==> src/rtl/feature_map_capture_if.sv <==
// Bundle of the accelerator-side, reader-side and status signals of
// feature_map_capture. The checksum member exists only when
// CAPTURE_CHECKSUM_EN is defined. master = the environment driving the
// accelerator/reader side; slave = the capture block.
interface feature_map_capture_if #(
  parameter int OUTPUT_COUNT = 196,
  parameter int DATA_W       = 8
);
  localparam int CNT_W = $clog2(OUTPUT_COUNT + 1);

  // control and accelerator stream
  logic              start;
  logic              data_valid_in;
  logic [DATA_W-1:0] pixel_in;
  logic              layer_done;

  // readout handshake
  logic              rd_ready;
  logic              rd_valid;
  logic [DATA_W-1:0] rd_data;

  // status
  logic              capture_done;
  logic              overflow;
  logic              underflow;
  logic [CNT_W-1:0]  count;
`ifdef CAPTURE_CHECKSUM_EN
  logic [15:0]       checksum;
`endif

  modport master (
    output start, data_valid_in, pixel_in, layer_done, rd_ready,
    input  rd_valid, rd_data, capture_done, overflow, underflow, count
`ifdef CAPTURE_CHECKSUM_EN
    , input checksum
`endif
  );

  modport slave (
    input  start, data_valid_in, pixel_in, layer_done, rd_ready,
    output rd_valid, rd_data, capture_done, overflow, underflow, count
`ifdef CAPTURE_CHECKSUM_EN
    , output checksum
`endif
  );

endinterface : feature_map_capture_if

==> src/rtl/feature_map_capture.sv <==
// feature_map_capture: records one layer of accelerator output pixels into a
// local buffer, then replays them in arrival order over a valid/ready port.
// Out-of-range strobes raise a sticky overflow, a short layer raises a
// sticky underflow. Optional feature: define CAPTURE_CHECKSUM_EN to add a
// 16-bit running sum of the stored (sign-extended) pixels.
module feature_map_capture #(
  parameter int OUTPUT_COUNT = 196,
  parameter int DATA_W       = 8
) (
  input logic                 clk,
  input logic                 rst_n,
  feature_map_capture_if.slave bus
);

  localparam int CNT_W = $clog2(OUTPUT_COUNT + 1);
  localparam logic [CNT_W-1:0] FULL = CNT_W'(OUTPUT_COUNT);

  typedef enum logic [1:0] {
    IDLE    = 2'd0,
    CAPTURE = 2'd1,
    DRAIN   = 2'd2,
    DONE    = 2'd3
  } state_t;

  state_t            state;
  logic [CNT_W-1:0]  count_q;
  logic [CNT_W-1:0]  rd_ptr;
  logic              overflow_q;
  logic              underflow_q;
  logic              capture_done_q;
`ifdef CAPTURE_CHECKSUM_EN
  logic [15:0]       checksum_q;
`endif

  logic [DATA_W-1:0] mem [OUTPUT_COUNT];

  logic              store;       // pixel accepted into mem on this edge
  logic              take;        // readout word transferred on this edge
  logic              rd_valid_c;
  logic [CNT_W-1:0]  count_next;  // count as it will be after this edge
  logic [CNT_W-1:0]  rd_ptr_next;

  // Decode this cycle's events; start pre-empts everything.
  always_comb begin
    // NOTE: every always_comb output gets a default first, so no path can
    // leave it unassigned and infer a latch.
    store       = 1'b0;
    take        = 1'b0;
    rd_valid_c  = 1'b0;
    if (state == DRAIN && rd_ptr < count_q) rd_valid_c = 1'b1;
    if (!bus.start) begin
      store = (state == CAPTURE) && bus.data_valid_in && (count_q < FULL);
      take  = rd_valid_c && bus.rd_ready;
    end
    count_next  = count_q + CNT_W'(store);
    rd_ptr_next = rd_ptr + CNT_W'(1);
  end

  // Pixel buffer write port; the read side is purely combinational.
  // NOTE: the buffer is deliberately left out of reset -- count bounds every
  // read, so stale contents are never observed and no reset fan-out is spent.
  always_ff @(posedge clk) begin
    if (store) mem[count_q] <= bus.pixel_in;
  end

  // Capture/drain FSM with its counters and sticky flags.
  // NOTE: all sequential state uses non-blocking assignments so every
  // register samples pre-edge values regardless of statement order.
  always_ff @(posedge clk or negedge rst_n) begin
    if (!rst_n) begin
      state          <= IDLE;
      count_q        <= '0;
      rd_ptr         <= '0;
      overflow_q     <= 1'b0;
      underflow_q    <= 1'b0;
      capture_done_q <= 1'b0;
`ifdef CAPTURE_CHECKSUM_EN
      checksum_q     <= '0;
`endif
    end else if (bus.start) begin
      // arm or abort-and-rearm from any state
      state          <= CAPTURE;
      count_q        <= '0;
      rd_ptr         <= '0;
      overflow_q     <= 1'b0;
      underflow_q    <= 1'b0;
      capture_done_q <= 1'b0;
`ifdef CAPTURE_CHECKSUM_EN
      checksum_q     <= '0;
`endif
    end else begin
      case (state)
        IDLE: ;

        CAPTURE: begin
          count_q <= count_next;
`ifdef CAPTURE_CHECKSUM_EN
          if (store) checksum_q <= checksum_q + 16'($signed(bus.pixel_in));
`endif
          if (bus.data_valid_in && count_q == FULL) overflow_q <= 1'b1;
          // a pixel on the layer_done edge is already in count_next
          if (bus.layer_done) begin
            state       <= DRAIN;
            rd_ptr      <= '0;
            underflow_q <= (count_next < FULL);
          end
        end

        DRAIN: begin
          if (count_q == '0) begin
            state          <= DONE;
            capture_done_q <= 1'b1;
          end else if (take) begin
            rd_ptr <= rd_ptr_next;
            if (rd_ptr_next == count_q) begin
              state          <= DONE;
              capture_done_q <= 1'b1;
            end
          end
        end

        DONE: ;

        default: state <= IDLE;
      endcase
    end
  end

  // Outputs: rd_data follows rd_ptr directly, so it cannot change while a
  // word is stalled, and reads as zero whenever no word is offered.
  assign bus.rd_valid     = rd_valid_c;
  assign bus.rd_data      = rd_valid_c ? mem[rd_ptr] : '0;
  assign bus.capture_done = capture_done_q;
  assign bus.overflow     = overflow_q;
  assign bus.underflow    = underflow_q;
  assign bus.count        = count_q;
`ifdef CAPTURE_CHECKSUM_EN
  assign bus.checksum     = checksum_q;
`endif

endmodule : feature_map_capture

==> src/flat_wrapper.sv <==
// flat-port wrapper written by rule: the top's interface ports become plain ports
module feature_map_capture_flat 
#(
  parameter int OUTPUT_COUNT = 196,
  parameter int DATA_W       = 8
)
  (clk, rst_n, bus_start, bus_data_valid_in, bus_pixel_in, bus_layer_done, bus_rd_ready, bus_rd_valid, bus_rd_data, bus_capture_done, bus_overflow, bus_underflow, bus_count);
  feature_map_capture_if #(.OUTPUT_COUNT(OUTPUT_COUNT), .DATA_W(DATA_W)) bus_i ();
  input logic clk;
  input logic rst_n;
  input wire logic [$bits(bus_i.start)-1:0] bus_start;
  input wire logic [$bits(bus_i.data_valid_in)-1:0] bus_data_valid_in;
  input wire logic [$bits(bus_i.pixel_in)-1:0] bus_pixel_in;
  input wire logic [$bits(bus_i.layer_done)-1:0] bus_layer_done;
  input wire logic [$bits(bus_i.rd_ready)-1:0] bus_rd_ready;
  output wire logic [$bits(bus_i.rd_valid)-1:0] bus_rd_valid;
  output wire logic [$bits(bus_i.rd_data)-1:0] bus_rd_data;
  output wire logic [$bits(bus_i.capture_done)-1:0] bus_capture_done;
  output wire logic [$bits(bus_i.overflow)-1:0] bus_overflow;
  output wire logic [$bits(bus_i.underflow)-1:0] bus_underflow;
  output wire logic [$bits(bus_i.count)-1:0] bus_count;
  assign bus_i.start = bus_start;
  assign bus_i.data_valid_in = bus_data_valid_in;
  assign bus_i.pixel_in = bus_pixel_in;
  assign bus_i.layer_done = bus_layer_done;
  assign bus_i.rd_ready = bus_rd_ready;
  assign bus_rd_valid = bus_i.rd_valid;
  assign bus_rd_data = bus_i.rd_data;
  assign bus_capture_done = bus_i.capture_done;
  assign bus_overflow = bus_i.overflow;
  assign bus_underflow = bus_i.underflow;
  assign bus_count = bus_i.count;
  feature_map_capture #(.OUTPUT_COUNT(OUTPUT_COUNT), .DATA_W(DATA_W)) u_core (.clk(clk), .rst_n(rst_n), .bus(bus_i));
endmodule
==> config.mk <==
export PLATFORM = sky130hd
export DESIGN_NAME = feature_map_capture_flat
export DESIGN_NICKNAME = d
export VERILOG_FILES = /design/src/rtl/feature_map_capture_if.sv /design/src/rtl/feature_map_capture.sv /design/src/flat_wrapper.sv
export SDC_FILE = /design/constraint.sdc
export NUM_CORES = 2
export LEC_CHECK = 0
export CORE_ASPECT_RATIO = 1.1
export CORE_UTILIZATION = 57
export CTS_CLUSTER_DIAMETER = 80
export DETAILED_ROUTE_END_ITERATION = 12
export GPL_TIMING_DRIVEN = 1
export PLACE_DENSITY = 0.77
export SLEW_MARGIN = 20
export SYNTH_ARGS = -nofsm -noshare
export SYNTH_HDL_FRONTEND = slang
export SYNTH_SLANG_ARGS = --single-unit
export TNS_END_PERCENT = 1
==> constraint.sdc <==
create_clock -name clk -period 2.9 [get_ports clk]
set_input_delay 0.58 -clock clk [delete_from_list [all_inputs] [get_ports clk]]
set_output_delay 0.58 -clock clk [all_outputs]
set_load 0.03 [all_outputs]
; ---- Word level (Yosys, flattened, before mapping)
; Memories as Yosys holds them, arrays and structs flattened.
; Cells that the tools add are included.
[classes]
n_eq_ne = 9
multipliers = 0
add_sub_neg = 2
div_mod_pow = 0
magnitude_cmp = 3
mux = 30
n_bitwise = 0
n_shift = 0
reduce_logical = 18
[ops]
columns = cell, count
row1 = 8-bit two-way mux, 7
row2 = 8-bit less-than comparator (second input constant), 2
row3 = 1-bit two-way mux, 16
row4 = 8-bit one-hot mux with 2 select lines, 1
row5 = 2-bit two-way mux, 5
row6 = 3-bit nonzero test, 3
row7 = 8-bit by 1-bit adder with 8-bit output, 1
row8 = 8-bit by 1-bit adder with 8-bit output (second input constant), 1
row9 = 8-bit == test, 1
row10 = 8-bit == test (second input constant), 1
row11 = 8-bit logical NOT, 1
row12 = 8-bit less-than comparator, 1
row13 = 4-bit AND reduction, 2
row14 = 2-bit nonzero test, 4
row15 = 3-bit != test (second input constant), 2
row16 = 1-bit logical AND, 5
row17 = 4-bit by 3-bit != test with 1-bit output (second input constant), 1
row18 = 4-bit != test (second input constant), 1
row19 = 2-bit one-hot mux with 2 select lines, 1
row20 = 2-bit AND reduction, 2
row21 = 3-bit by 2-bit != test with 1-bit output (second input constant), 1
row22 = 3-bit AND reduction, 1
row23 = 2-bit by 1-bit == test with 1-bit output (second input constant), 1
row24 = 2-bit == test (second input constant), 1
[word_totals]
in_bits = 14
latch_bits = 0
rom_bits = 0
ff_bits = 21
mem_count = 1
ramBits = 1568
[mem_list]
columns = memory, depth, word_bits, read_ports, rd_clocked_by_memory_dff, write_ports, line_no
row1 = u_core.mem, 196, 8, 1, 0, 1, feature_map_capture.sv:35  ; logic [DATA_W-1:0] mem [OUTPUT_COUNT];

; ---- Depth between registers and ports, before layout
[depth]
depth_word = 9
depth_mapped = 14
mapped_depth_nobuf = 11

; ---- Worst setup path before layout
; OpenSTA, ideal clock, no wires.
[synth_path]
path_type = register to output
from = register u_core.rd_ptr[0]
to = output port bus_rd_data[5]
path_buffers = 6
required_time_ps = 2320
arrival_time_ps = 3549
slack_ps = -1229
stages_incl_launch_ff = 15
path_cell_list = dfrtp_1 -> buf_6 -> buf_12 -> buf_12 -> buf_12 -> buf_12 -> inv_1 -> ha_1 -> nand2b_1 -> a21oi_1 -> o31ai_1 -> and2_1 -> nand2b_1 -> buf_1 -> o41ai_1
[synth_via]
elab_chain_len = 4
[synth_lines]
columns = item, line_no
row1 = start: declaration, feature_map_capture.sv:27  ; logic [CNT_W-1:0] rd_ptr;
row2 = start signal: assignment, feature_map_capture.sv:114  ; rd_ptr <= rd_ptr_next;
row3 = 8-bit less-than comparator, feature_map_capture.sv:50  ; if (state == DRAIN && rd_ptr < count_q) rd_valid_c = 1'b1;
row4 = 1-bit logical AND, feature_map_capture.sv:50
row5 = 1-bit two-way mux, feature_map_capture.sv:50
row6 = via bus_rd_valid, flat_wrapper.sv:16  ; output wire logic [$bits(bus_i.rd_valid)-1:0] bus_rd_valid;
row7 = 8-bit two-way mux, feature_map_capture.sv:132  ; assign bus.rd_data = rd_valid_c ? mem[rd_ptr] : '0;
row8 = end: declaration, flat_wrapper.sv:17  ; output wire logic [$bits(bus_i.rd_data)-1:0] bus_rd_data;
; The timed path passes the listed nets, and every way through them passes these cells.

; ---- Worst setup path in the final report
[layout_path]
from = register u_core.rd_ptr[0]
to = output port bus_rd_data[6]
[layout_via]
elab_chain_len = 4
[layout_lines]
columns = item, line_no
row1 = branches (longest 3 deep; another with memory read 196 x 8 bit), -
row2 = 8-bit two-way mux (*), feature_map_capture.sv:132
; Every way passes the cells marked *.

==> impl_metrics.toml <==
[synth]
synth_cell_types = 77
synthCells = 3214
synth-edff-count = 1568
synth_seq_cells = 1589
syn_area_um2 = 63050
yosysWarningCount = 0
syn_avg_cell_area_um2 = 19.62
async_flop_share_pct = 1.322
yosysSeqAreaShare_pct = 75.51
synth_ff_type = "edfxtp_1"
syn_nets = 3239

[sta]
finalCriticalPeriod_ps = 4400
fin_crit_sh_pct = 151.7
fmax_mhz = 227.3
relSlewSlack_pct = 37.23
worst_pin_slew_ps = 938.6
worst_slack_ps = -1500
final_max_slew_viol_count = 0
finalSetupTns_ps = -12020
skew_ps = 24.53
rsz0062_at_grt = "yes"
hold_viol = 0
finalSetupViolations = 9
holdWs_ps = 113.5

[floorplanning]
coreArea_um2 = 109300
dieArea_um2 = 112000
core.rowCount = 127
die_h_um = 350.8
initial_core_util_pct = 57.67
io_pins = 34
dieWidth_um = 319.1

[setup_path]
crit_path_end_kind = "primary output"
start_kind = "register"
crit_chain = "buf_12 > buf_12 > buf_16 > mux4_2 > and2_4 > a211oi_4 > a2111oi_4 > buf_4 > nand4_1 > o31ai_4 > buf_12"
required_ps = 2320
crit_slowest_cell = "dfrtp_4"
timing.critical_path.buf_inv = 5
slowest_delay_ps = 540
crit_family = "compound AO/OA/AOI/OAI gates"
crit_type = "reg2out"
cp.arrival_ps = 3820
crit_fanout = 8
rr_endpoint = "u_core.mem[76][1]"
rr_worst_depth = 10
timing.reg2reg.setup_slack_ps = 190
crit_top_cell = "buf_12"
rr_startpoint = "u_core.bus.count[5]"

[cts]
cts_hold_buf = 0
clock_sinks = 1589
cts_max_path_buffers = 3
htree_levels = 4
clk_latency_ps = 780
cts_buffers = 148
cts_root_buffer = "clkbuf_16"
clk_pin_slew_ps = 60
tritoncts = "done"

[global_route]
gr-total-overflow = 0
grt_pass1_wl_mm = 251.3
antenna_found_initial = 8
grt.total_usage_pct = 31.41
grt_pass1_vias = 36500
grt_max_degree = 97

[status]
violations = "negative setup slack"
outcome = "finished with violations"

[job]
cap_viol_max_count = 0

[power]
vdd_drop_max_v = 0.0005050
p_leak_nw = 24.31
p_per_area_nw_per_um2 = 601.1
p_total_mw = 45.41

[final_layout]
regArea_um2 = 47620
drive_above_1_share_pct = 33.82
final_cell_mix = "1,568 x edfxtp_1, 605 x buf_4, 295 x mux4_2, 261 x nor2_1, 156 x clkbuf_16"
n_fill_cell = 6452
syn_to_final_growth_pct = 19.83
final_nets = 3913
multi_input_area_um2 = 14570
final_util_pct = 69.11
final_common_cell = "edfxtp_1"

[routing]
ant_nets = 0
routed_wirelength_mm = 174.3
via_per_inst = 6.695
drc_errors = 0
vias = 36310
dr.first_iter.drc_count = 5314
drt_pass1_iterations = 6
routedWlPerCell_um = 32.14

[hold_path]
hold_end = "u_core.mem[90][1]"
whs_path_depth = 1
hp-start = "bus_pixel_in[1]"
hold_class = "in2reg"

[placed_design]
dp_hpwl_mm = 111.7
gp_congestion = 0.9593
place_ws_ps = -807.6
port_buffers = 33
-- synthesized netlist by cell type (12+ instances only) --
library cell | instances | area, µm²
inv_1 | 13 | 48.80
nand2_1 | 80 | 300.3
dfrtp_1 | 21 | 525.5
nor3_1 | 40 | 200.2
a221oi_1 | 31 | 271.5
buf_2 | 59 | 295.3
buf_6 | 18 | 202.7
nand3_1 | 43 | 215.2
buf_8 | 13 | 195.2
nand2b_1 | 17 | 106.4
o21ai_0 | 24 | 120.1
a211oi_1 | 19 | 142.6
nor2_1 | 262 | 983.4
mux4_2 | 295 | 6644
a22oi_1 | 86 | 645.6
a21oi_1 | 47 | 235.2
mux2i_1 | 136 | 1361
nand4_1 | 21 | 131.4
clkbuf_1 | 78 | 292.8
xnor2_1 | 17 | 148.9
o22ai_1 | 27 | 168.9
mux2_2 | 55 | 619.3
and2_1 | 12 | 75.07
edfxtp_1 | 1568 | 47090
o221ai_1 | 32 | 280.3
-- worst max path at each step --
stage,start,end,slack (ps),cells past startpoint
after floorplan,u_core.rd_ptr[0],bus_rd_data[5],-310,14
after global placement,u_core.rd_ptr[0],bus_rd_data[3],-770,10
after global routing,u_core.rd_ptr[0],bus_rd_data[0],-1590,12
after detailed placement,u_core.rd_ptr[0],bus_rd_data[3],-810,10
final,u_core.rd_ptr[0],bus_rd_data[6],-1500,11
after CTS,u_core.rd_ptr[0],bus_rd_data[6],-1580,10
-- metal layers --
layer	up-vias	wire [µm]	track usage, %
li1	14590	-	-
met5	-	82	0
met2	2576	84590	50.78
met4	10	9419	15.64
met1	18650	61230	40.40
met3	486	19000	7.312
-- layout make-up --
| type | count | area share, % |
|---|---|---|
| multi-input cells | 1409 | 19.28 |
| clock buffers | 184 | 5.291 |
| inverters | 17 | 0.09439 |
| repair buffers | 723 | 8.810 |
| diodes | 2 | 0.006624 |
| clock inverters | 81 | 1.133 |
| well taps | 1419 | 2.350 |
| flip-flops and latches | 1589 | 63.03 |
-- registers in the layout (all words and copies together) (netlist names) --
register,cells
u_core.bus.capture_done,1
u_core.bus.count,8
u_core.bus.overflow,1
u_core.bus.underflow,1
u_core.mem,1568
u_core.rd_ptr,8
u_core.state,2
-- per-stage QoR --
stage | cells | cell area [µm²]
2_1_floorplan | 3214 | 63210
3_3_place_gp | 5135 | 70070
3_5_place_dp | 5135 | 70070
4_1_cts | 5413 | 75280
5_1_grt | 5422 | 75550
6_report | 5424 | 75550
-- power by group --
group / leakage (nW) / total, mW / switching (mW) / internal [mW]
sequential: 14.4 / 25.2 / 0.00936 / 25.2
combinational: 7.58 / 0.634 / 0.512 / 0.122
clock: 2.36 / 19.5 / 8.33 / 11.2
-- kinds of logic (layout without fill, tap and decap cells) --
group | count (synthesis) | in the layout | synth area share, %
AOI/OAI and AO/OA | 354 | 354 | 4.165
xor gates and xnor gates | 20 | 20 | 0.2778
adders and majority gates | 11 | 11 | 0.2183
buffers and inverters | 216 | 1005 | 2.187
DFF | 1589 | 1589 | 75.51
muxes | 486 | 486 | 13.68
other | 0 | 2 | 0
and+or+nand+nor | 538 | 538 | 3.961
-- repair_timing --
item | CTS | global route
pin swaps | 16 | 15
setup buffers | 11 | 9
endpoints found under the setup margin | 9 | 10
gates resized for setup | 40 | 34
cloned | 2 | 1
No activity file was read; power rests on OpenSTA's default activity.
